===== src/rtl/alu_seq_param.sv =====
// Sequential WIDTH-bit ALU (ADD/SUB/MUL/DIV) behind a start/busy/done handshake.
// ADD/SUB finish in one cycle. MUL (shift-add) and DIV (restoring) retire one bit per cycle.
module alu_seq_param #(
  parameter int WIDTH = 8
) (
  input  logic               clk,
  input  logic               reset,
  input  logic               start,
  input  logic [1:0]         op,
  input  logic [WIDTH-1:0]   a,
  input  logic [WIDTH-1:0]   b,
  output logic               busy,
  output logic               done,
  output logic [2*WIDTH-1:0] result,
  output logic               carry,
  output logic               zero,
  output logic               div_by_zero
);
  localparam int CW = $clog2(WIDTH + 1);
  localparam logic [CW-1:0] LAST_CNT = CW'(WIDTH);

  typedef enum logic [1:0] {
    OP_ADD = 2'b00,
    OP_SUB = 2'b01,
    OP_MUL = 2'b10,
    OP_DIV = 2'b11
  } op_e;

  typedef enum logic {
    S_IDLE = 1'b0,
    S_RUN  = 1'b1
  } state_e;

  // One restoring step: shift the next dividend bit into the remainder, keep the difference if it fits.
  function automatic logic [2*WIDTH-1:0] div_step(
    input logic [WIDTH-1:0] rem,
    input logic [WIDTH-1:0] quo,
    input logic [WIDTH-1:0] dvsr
  );
    logic [WIDTH:0]   shifted;
    logic [WIDTH-1:0] diff;
    shifted = {rem, quo[WIDTH-1]};
    diff    = shifted[WIDTH-1:0] - dvsr;
    if (shifted >= {1'b0, dvsr}) begin
      div_step = {diff, quo[WIDTH-2:0], 1'b1};
    end else begin
      div_step = {shifted[WIDTH-1:0], quo[WIDTH-2:0], 1'b0};
    end
  endfunction

  state_e               r_state;
  state_e               w_state_nxt;
  op_e                  r_op;
  logic [WIDTH-1:0]     r_a;
  logic [WIDTH-1:0]     r_b;
  logic [CW-1:0]        r_cnt;
  logic [2*WIDTH-1:0]   r_acc;
  logic [2*WIDTH-1:0]   r_mcand;
  logic [WIDTH-1:0]     r_mplier;
  logic [WIDTH-1:0]     r_rem;
  logic [WIDTH-1:0]     r_quo;

  logic                 w_start;
  logic                 w_finish;
  logic                 w_last;
  logic                 w_b_zero;
  logic [WIDTH:0]       w_sum;
  logic [WIDTH:0]       w_diff;
  logic [2*WIDTH-1:0]   w_div_nxt;
  logic [2*WIDTH-1:0]   w_result;
  logic                 w_carry;
  logic                 w_dbz;

  assign w_b_zero  = (r_b == {WIDTH{1'b0}});
  assign w_sum     = {1'b0, r_a} + {1'b0, r_b};
  assign w_diff    = {1'b0, r_a} - {1'b0, r_b};
  assign w_div_nxt = div_step(r_rem, r_quo, r_b);
  // Single-cycle ops and the divide-by-zero exit finish on the first RUN cycle.
  assign w_last    = (r_op == OP_ADD) || (r_op == OP_SUB) ||
                     ((r_op == OP_DIV) && w_b_zero) || (r_cnt == LAST_CNT);

  // State register
  always_ff @(posedge clk or posedge reset) begin
    if (reset) begin
      r_state <= S_IDLE;
    end else begin
      r_state <= w_state_nxt;
    end
  end

  // Next-state logic and accept/finish strobes
  always_comb begin
    w_state_nxt = r_state;
    w_start     = 1'b0;
    w_finish    = 1'b0;
    case (r_state)
      S_IDLE: begin
        if (start) begin
          w_state_nxt = S_RUN;
          w_start     = 1'b1;
        end else begin
          w_state_nxt = S_IDLE;
        end
      end
      S_RUN: begin
        if (w_last) begin
          w_state_nxt = S_IDLE;
          w_finish    = 1'b1;
        end else begin
          w_state_nxt = S_RUN;
        end
      end
      default: begin
        w_state_nxt = S_IDLE;
      end
    endcase
  end

  // Operand capture and the per-cycle MUL/DIV iteration
  always_ff @(posedge clk or posedge reset) begin
    if (reset) begin
      r_op     <= OP_ADD;
      r_a      <= {WIDTH{1'b0}};
      r_b      <= {WIDTH{1'b0}};
      r_cnt    <= {CW{1'b0}};
      r_acc    <= {(2*WIDTH){1'b0}};
      r_mcand  <= {(2*WIDTH){1'b0}};
      r_mplier <= {WIDTH{1'b0}};
      r_rem    <= {WIDTH{1'b0}};
      r_quo    <= {WIDTH{1'b0}};
    end else if (w_start) begin
      r_op     <= op_e'(op);
      r_a      <= a;
      r_b      <= b;
      r_cnt    <= {CW{1'b0}};
      r_acc    <= {(2*WIDTH){1'b0}};
      r_mcand  <= {{WIDTH{1'b0}}, a};
      r_mplier <= b;
      r_rem    <= {WIDTH{1'b0}};
      r_quo    <= a;
    end else if ((r_state == S_RUN) && !w_last) begin
      r_cnt <= r_cnt + {{(CW-1){1'b0}}, 1'b1};
      if (r_op == OP_MUL) begin
        if (r_mplier[0]) begin
          r_acc <= r_acc + r_mcand;
        end else begin
          r_acc <= r_acc;
        end
        r_mcand  <= {r_mcand[2*WIDTH-2:0], 1'b0};
        r_mplier <= {1'b0, r_mplier[WIDTH-1:1]};
      end else begin
        r_rem <= w_div_nxt[2*WIDTH-1:WIDTH];
        r_quo <= w_div_nxt[WIDTH-1:0];
      end
    end else begin
      r_cnt <= r_cnt;
    end
  end

  // Final result and flags, selected by the captured opcode
  always_comb begin
    w_result = {(2*WIDTH){1'b0}};
    w_carry  = 1'b0;
    w_dbz    = 1'b0;
    case (r_op)
      OP_ADD: begin
        w_result = {{(WIDTH-1){1'b0}}, w_sum};
        w_carry  = w_sum[WIDTH];
      end
      OP_SUB: begin
        w_result = {{WIDTH{1'b0}}, w_diff[WIDTH-1:0]};
        w_carry  = w_diff[WIDTH];
      end
      OP_MUL: begin
        w_result = r_acc;
      end
      OP_DIV: begin
        if (w_b_zero) begin
          w_result = {r_a, {WIDTH{1'b1}}};
          w_dbz    = 1'b1;
        end else begin
          w_result = {r_rem, r_quo};
        end
      end
      default: begin
        w_result = {(2*WIDTH){1'b0}};
      end
    endcase
  end

  // Registered handshake and result outputs; results hold until the next completion
  always_ff @(posedge clk or posedge reset) begin
    if (reset) begin
      busy        <= 1'b0;
      done        <= 1'b0;
      result      <= {(2*WIDTH){1'b0}};
      carry       <= 1'b0;
      zero        <= 1'b0;
      div_by_zero <= 1'b0;
    end else begin
      busy <= (w_state_nxt == S_RUN);
      done <= w_finish;
      if (w_finish) begin
        result      <= w_result;
        carry       <= w_carry;
        zero        <= (w_result == {(2*WIDTH){1'b0}});
        div_by_zero <= w_dbz;
      end else begin
        result      <= result;
      end
    end
  end

endmodule


===== config.mk =====
export PLATFORM = sky130hd
export DESIGN_NAME = alu_seq_param
export DESIGN_NICKNAME = d
export VERILOG_FILES = /design/src/rtl/alu_seq_param.sv
export SDC_FILE = /design/constraint.sdc
export NUM_CORES = 1
export LEC_CHECK = 0
export ABC_AREA = 1
export BUFFER_PORTS_ARGS = -buffer_cell sky130_fd_sc_hd__clkbuf_2
export CORE_MARGIN = 8
export CORE_UTILIZATION = 35
export DETAILED_ROUTE_END_ITERATION = 8
export SYNTH_ARGS = -nofsm -noshare
export SYNTH_HDL_FRONTEND = slang
export SYNTH_SLANG_ARGS = --single-unit

===== constraint.sdc =====
create_clock -name clk -period 8.5 [get_ports clk]
set_input_delay 0.425 -clock clk [delete_from_list [all_inputs] [get_ports clk]]
set_output_delay 0.425 -clock clk [all_outputs]
set_load 0.05 [all_outputs]

## Word-level counts from Yosys, hierarchy flattened

Cells that the tools add are included.
W data, S select, Z words.

| storage, ports and cells | value |
|---|---|
| bits in registers | 99 |
| input port bits | 21 |
| output and inout bits | 21 |

| cells by class | value |
|---|---|
| $add $sub $neg | 5 |
| order comparisons | 1 |
| equal/unequal tests | 5 |
| mux-type cells | 30 |
| bitwise operators | 1 |
| reduce and logical (&&, ||, !) cells | 15 |

Operator list:

| cell | number |
|---|---|
| $mux W16 | 9 |
| $mux W8 | 9 |
| $pmux W16 S4 | 1 |
| $add A16 B16 Y16 | 1 |
| $logic_not A16 Y1 | 1 |
| $add A8 B8 Y9 | 1 |
| $ge A9 B8 Y1 | 1 |
| $sub A8 B8 Y9 | 1 |
| $logic_not A8 Y1 | 1 |
| $mux W4 | 2 |
| $sub A8 B8 Y8 | 1 |
| $mux W1 | 7 |
| $reduce_bool A2 Y1 | 3 |
| $add A4 B1 Y4 const B | 1 |
| $eq A2 B2 Y1 const B | 2 |
| $eq A4 B4 Y1 const B | 1 |
| $pmux W1 S2 | 2 |
| $reduce_and A2 Y1 | 2 |
| $logic_or A1 B1 Y1 | 3 |
| $reduce_and A3 Y1 | 1 |
| $eq A2 B1 Y1 const B | 1 |
| $logic_and A1 B1 Y1 | 2 |
| $logic_not A2 Y1 | 1 |
| $ne A2 B2 Y1 const B | 1 |
| other kinds (2) | 2 |

## Depth between registers and ports, before layout

| logic depth | value |
|---|---|
| depth after elaboration | 8 |
| mapped depth | 16 |

## Worst setup path after synthesis

Ideal clock, no wire load.

| path | value |
|---|---|
| kind | register to register |
| start | register r_b[1] |
| end | register r_rem[0] |
| setup time | 0.125 ns |
| arrival | 1.781 ns |
| required time | 8.375 ns |
| slack | 6.594 ns |
| cell stages (with the launch flop) | 12 |
| clock period less this slack | 1.906 ns |
| path through | dfrtp_1 > inv_1 > ha_1 > nand2_1 > o21ai_1 > nand2_1 > nand2_1 > a21o_1 > buf_2 > nand2_1 > o211ai_1 > o21ai_2 |

| on the way | value |
|---|---|
| cells in the longest elaborated chain, start to end | 8 |
| elaborated cells on any way between the ends | 13 |

Ends and longest elaborated chain:

| element | RTL line | RTL |
|---|---|---|
| start: declaration | 55 | `logic [WIDTH-1:0] r_b;` |
| start signal: assignment | 124 | `r_b <= {WIDTH{1'b0}};` |
| parallel branches: the longest is 8 deep, another holds $ge A9 B8 Y1 | - |  |
| end signal: assignment | 129 | `r_rem <= {WIDTH{1'b0}};` |
| end signal: assignment | 139 | `r_rem <= {WIDTH{1'b0}};` |
| end signal: assignment | 152 | `r_rem <= w_div_nxt[2*WIDTH-1:WIDTH];` |
| end: declaration | 60 | `logic [WIDTH-1:0] r_rem;` |

Parallel ways; which one is timed is not known. The select of a mux whose other input is x is not followed.
A chain may end at the register's enable or synchronous reset.

## Worst setup path in the final report

| path | value |
|---|---|
| start | register r_b[1] |
| end | register r_acc[6] |

| on the way | value |
|---|---|
| cells in the longest elaborated chain, start to end | 8 |

Ends and longest elaborated chain:

| element | RTL line | RTL |
|---|---|---|
| $logic_not A8 Y1 | 74 | `assign w_b_zero = (r_b == {WIDTH{1'b0}});` |
| $logic_and A1 B1 Y1 | 80 | `((r_op == OP_DIV) && w_b_zero) \|\| (r_cnt == LAST_CNT);` |
| $logic_or A1 B1 Y1 | 79 | `assign w_last = (r_op == OP_ADD) \|\| (r_op == OP_SUB) \|\|` |
| $logic_or A1 B1 Y1 | 80 |  |
| $logic_not A1 Y1 | 141 | `end else if ((r_state == S_RUN) && !w_last) begin` |
| $logic_and A1 B1 Y1 | 141 |  |
| $reduce_bool A2 Y1 (no line) | - |  |
| $reduce_and A3 Y1 (no line) | - |  |
| end signal: assignment | 136 | `r_acc <= {(2*WIDTH){1'b0}};` |
| end signal: assignment | 145 | `r_acc <= r_acc + r_mcand;` |
| end signal: assignment | 147 | `r_acc <= r_acc;` |
| end: declaration | 57 | `logic [2*WIDTH-1:0] r_acc;` |

Every way passes these cells.

==> summary.txt <==
STA
  • Slew margin rel.: 0.382
  • Final Hold Viols: 0
  • Setup Skew: 0.00877 ns
  • Setup WS post-layout: 6.17 ns
  • Setup TNS: 0 ns
  • Fmax: 0.430 GHz
  • Worst-Margin Slew: 0.927 ns
  • Minimum clock period: 2.33 ns
  • Slew Viols, Final: 0
  • Hold_ws: 0.0330 ns
  • # setup viols final: 0
  • RSZ-0062 raised after global routing: false
  • Final Cycle Share: 0.274

Global route
  • Vias in the first global route: 5217
  • GRT Overall Usage: 0.160
  • Largest net degree at the start of global routing: 74
  • M1 GR Usage: 0.209
  • Global-route wire length before repair: 27900 um
  • Initial antenna violation count: 0
  • Met2 usage: 0.261
  • Met3 Usage GRT: 0.0356
  • Overflow after GRT: 0
  • GR peak layer: met2

Cells and area
  • Commonest cells after routing, fill and taps aside: nand2_1, dfrtp_1, inv_1
  • Layout area overhead: 10.2%
  • Post-Layout Cell Count: 1086
  • Cell area after layout: 7040 um^2
  • Commonest non-fill, non-tap cell in the layout: nand2_1
  • Nets: 920
  • Ant. Diodes: 0
  • Layout cells sized above 1: 0.114

Routing
  • DR pass1 iterations: 5
  • Antenna Nets Post-Route: 0
  • Vias after detailed routing: 5390
  • Drt total wl: 17700 um
  • DR vias/cell: 4.96
  • Routed len/inst: 16.3 um
  • # DRC: 0
  • Initial DRC Count: 382

Logic synthesis
  • Synthesis warning total: 0
  • Avg Cell Area, Syn: 7.76 um^2
  • Sequential element share of the synthesized area: 0.388
  • Synthesized net count: 889
  • Top_reg_cell synth: dfrtp_1
  • Mapped cell area: 6380 um^2
  • FFs w/ async S/R, synth: 1.00
  • Post-synthesis register bit count: 99
  • Mapped Cells: 823
  • Post-synth EDFFs: 0
  • Distinct cells, synth: 45

Setup path
  • CP arrival: 2.60 ns
  • CP endpoint kind: register
  • Crit path max fanout: 13
  • CP peak stage delay: 0.48 ns
  • Critical R2R Capture: r_acc[6]$_DFFE_PP0P_
  • Critical Path Slowest Stage Cell: dfrtp_1
  • Reg2Reg Setup Slack: 6.17 ns
  • RR Startpoint: r_b[1]$_DFFE_PP0P_
  • Critical Path, Cell by Cell: nor2_1, nand2_1, nor2_4, nand2_4, nand2_4, inv_6, nand3_4, nor2_8, nor2_2, inv_1, o22ai_1
  • Most used cell along the critical path: nand2_4
  • CP Class: register to register
  • Startpoint types: register
  • Critical Path RT: 8.77 ns
  • Worst Reg-to-Reg Cells: 11

Power and ir drop
  • Leakage: 3.60 nW
  • PwrDens: 413 nW/um^2
  • Maximum VDD drop: 0.228 mV

Floorplanning
  • Die X: 151 um
  • Die ar.: 22800 um^2
  • Row count: 49
  • Chip height: 151 um
  • Number of top-level pins: 42
  • Placeable Area: 18000 um^2
  • Initial Util: 0.355

Placed design
  • PortBufs: 41
  • DP Area: 6750 um^2
  • HPWL Detailed: 14000 um
  • Placed Cells: 1072
  • Dpl ws: 6.20 ns
  • GP Congestion: 0.865

Clock network
  • Clock Latency Late Sink: 0.35 ns
  • Cts bufs inserted: 9
  • Cts hold-fix bufs: 0
  • CTS tree: yes
  • Clk slew on worst S/H paths: 0.07 ns
  • Root Buffer: clkbuf_16
  • Clock buffer depth: 2
  • PostCTS Resize Cnt: 0
  • Postcts setup bufs: 0
  • H-tree Lvls: 3
  • Clk sinks: 99

Hold path
  • HP Class: primary input to async pin

Run status
  • Status: completed

Flow run
  • Max-cap violations: 0
-- synthesized netlist by cell type, drive strengths merged (3+ instances only) --
cell / number / area share
nand2: 234 / 0.15
xor2: 9 / 0.012
o211ai: 15 / 0.022
buf: 14 / 0.016
nor2: 66 / 0.050
or2: 3 / 0.0029
nand3: 61 / 0.050
fa: 4 / 0.013
o21a: 3 / 0.0035
inv: 108 / 0.065
o22ai: 16 / 0.017
a21oi: 32 / 0.025
nand4: 9 / 0.0088
ha: 41 / 0.080
a31oi: 8 / 0.0078
nand3b: 3 / 0.0035
o21ai: 72 / 0.058
clkbuf: 8 / 0.0049
a21o: 6 / 0.0071
xnor2: 5 / 0.0069
dfrtp: 99 / 0.39
-- metal layers --
layer  wire [um]  vias up  part of all wire
met5           0        -                 0
met4         289        0             0.016
met3         718       18             0.041
met2        8210      119              0.46
met1        8490     2498              0.48
li1            -     2755                 -
-- how the worst max path moves through the flow --
stage	slack [ns]	endpoint	cells past startpoint	from
after detailed placement	6.20	r_acc[5]$_DFFE_PP0P_	11	r_b[1]$_DFFE_PP0P_
after floorplan	5.48	busy$_DFF_PP0_	1	reset
after CTS	6.20	r_mplier[1]$_DFFE_PP0P_	11	r_b[1]$_DFFE_PP0P_
after global placement	6.27	zero$_DFFE_PP0P_	14	r_b[0]$_DFFE_PP0P_
final	6.17	r_acc[6]$_DFFE_PP0P_	11	r_b[1]$_DFFE_PP0P_
after global routing	5.92	r_acc[0]$_DFFE_PP0P_	11	r_b[1]$_DFFE_PP0P_
-- cells by family (layout without fill, tap and decap cells) --
logic type / count (synthesis) / count (layout) / synth area share
compound gates: 157 / 157 / 0.147
xor+xnor: 14 / 14 / 0.0192
fa+ha+maj: 45 / 45 / 0.0929
buf+inv: 130 / 164 / 0.0860
flops: 99 / 99 / 0.388
simple gates: 378 / 378 / 0.267
-- state kept, by name, indices dropped and copies added (netlist names) --
register     count
r_rem            8
r_cnt            4
busy             1
div_by_zero      1
r_op             2
zero             1
result          16
carry            1
r_a              8
r_acc           16
r_b              8
r_mplier         8
r_quo            8
r_mcand         16
done             1
-- worst max-delay path: cells and delay by family (launching register included) --
kind | cells | cell delay (ns)
flops | 1 | 0.48
buf+inv | 2 | 0.25
simple gates | 8 | 1.38
compound gates | 1 | 0.15
-- power breakdown --
group | switching [W] | internal, W
Clock | 0.000180 | 0.000228
Sequential | 0.000156 | 0.000641
Combinational | 0.00116 | 0.000539
Total | 0.00149 | 0.00141
-- metrics by stage --
step | utilization | power (W)
final | 0.392 | 0.00290
after global routing | 0.392 | 0.00316
after CTS | 0.392 | 0.00292
after detailed placement | 0.376 | 0.00250
after global placement | 0.376 | 0.00250
after floorplan | - | 0.00209
-- cell type report --
class,instances,area [um^2]
Clock inverter,3,50.0
Fill cell,1866,10900
Tap cell,229,287
Multi-Input combinational cell,594,3360
Sequential cell,99,2480
Clock buffer,11,233
Inverter,108,418
Timing Repair Buffer,42,213
No activity file was read; power rests on OpenSTA's default activity.
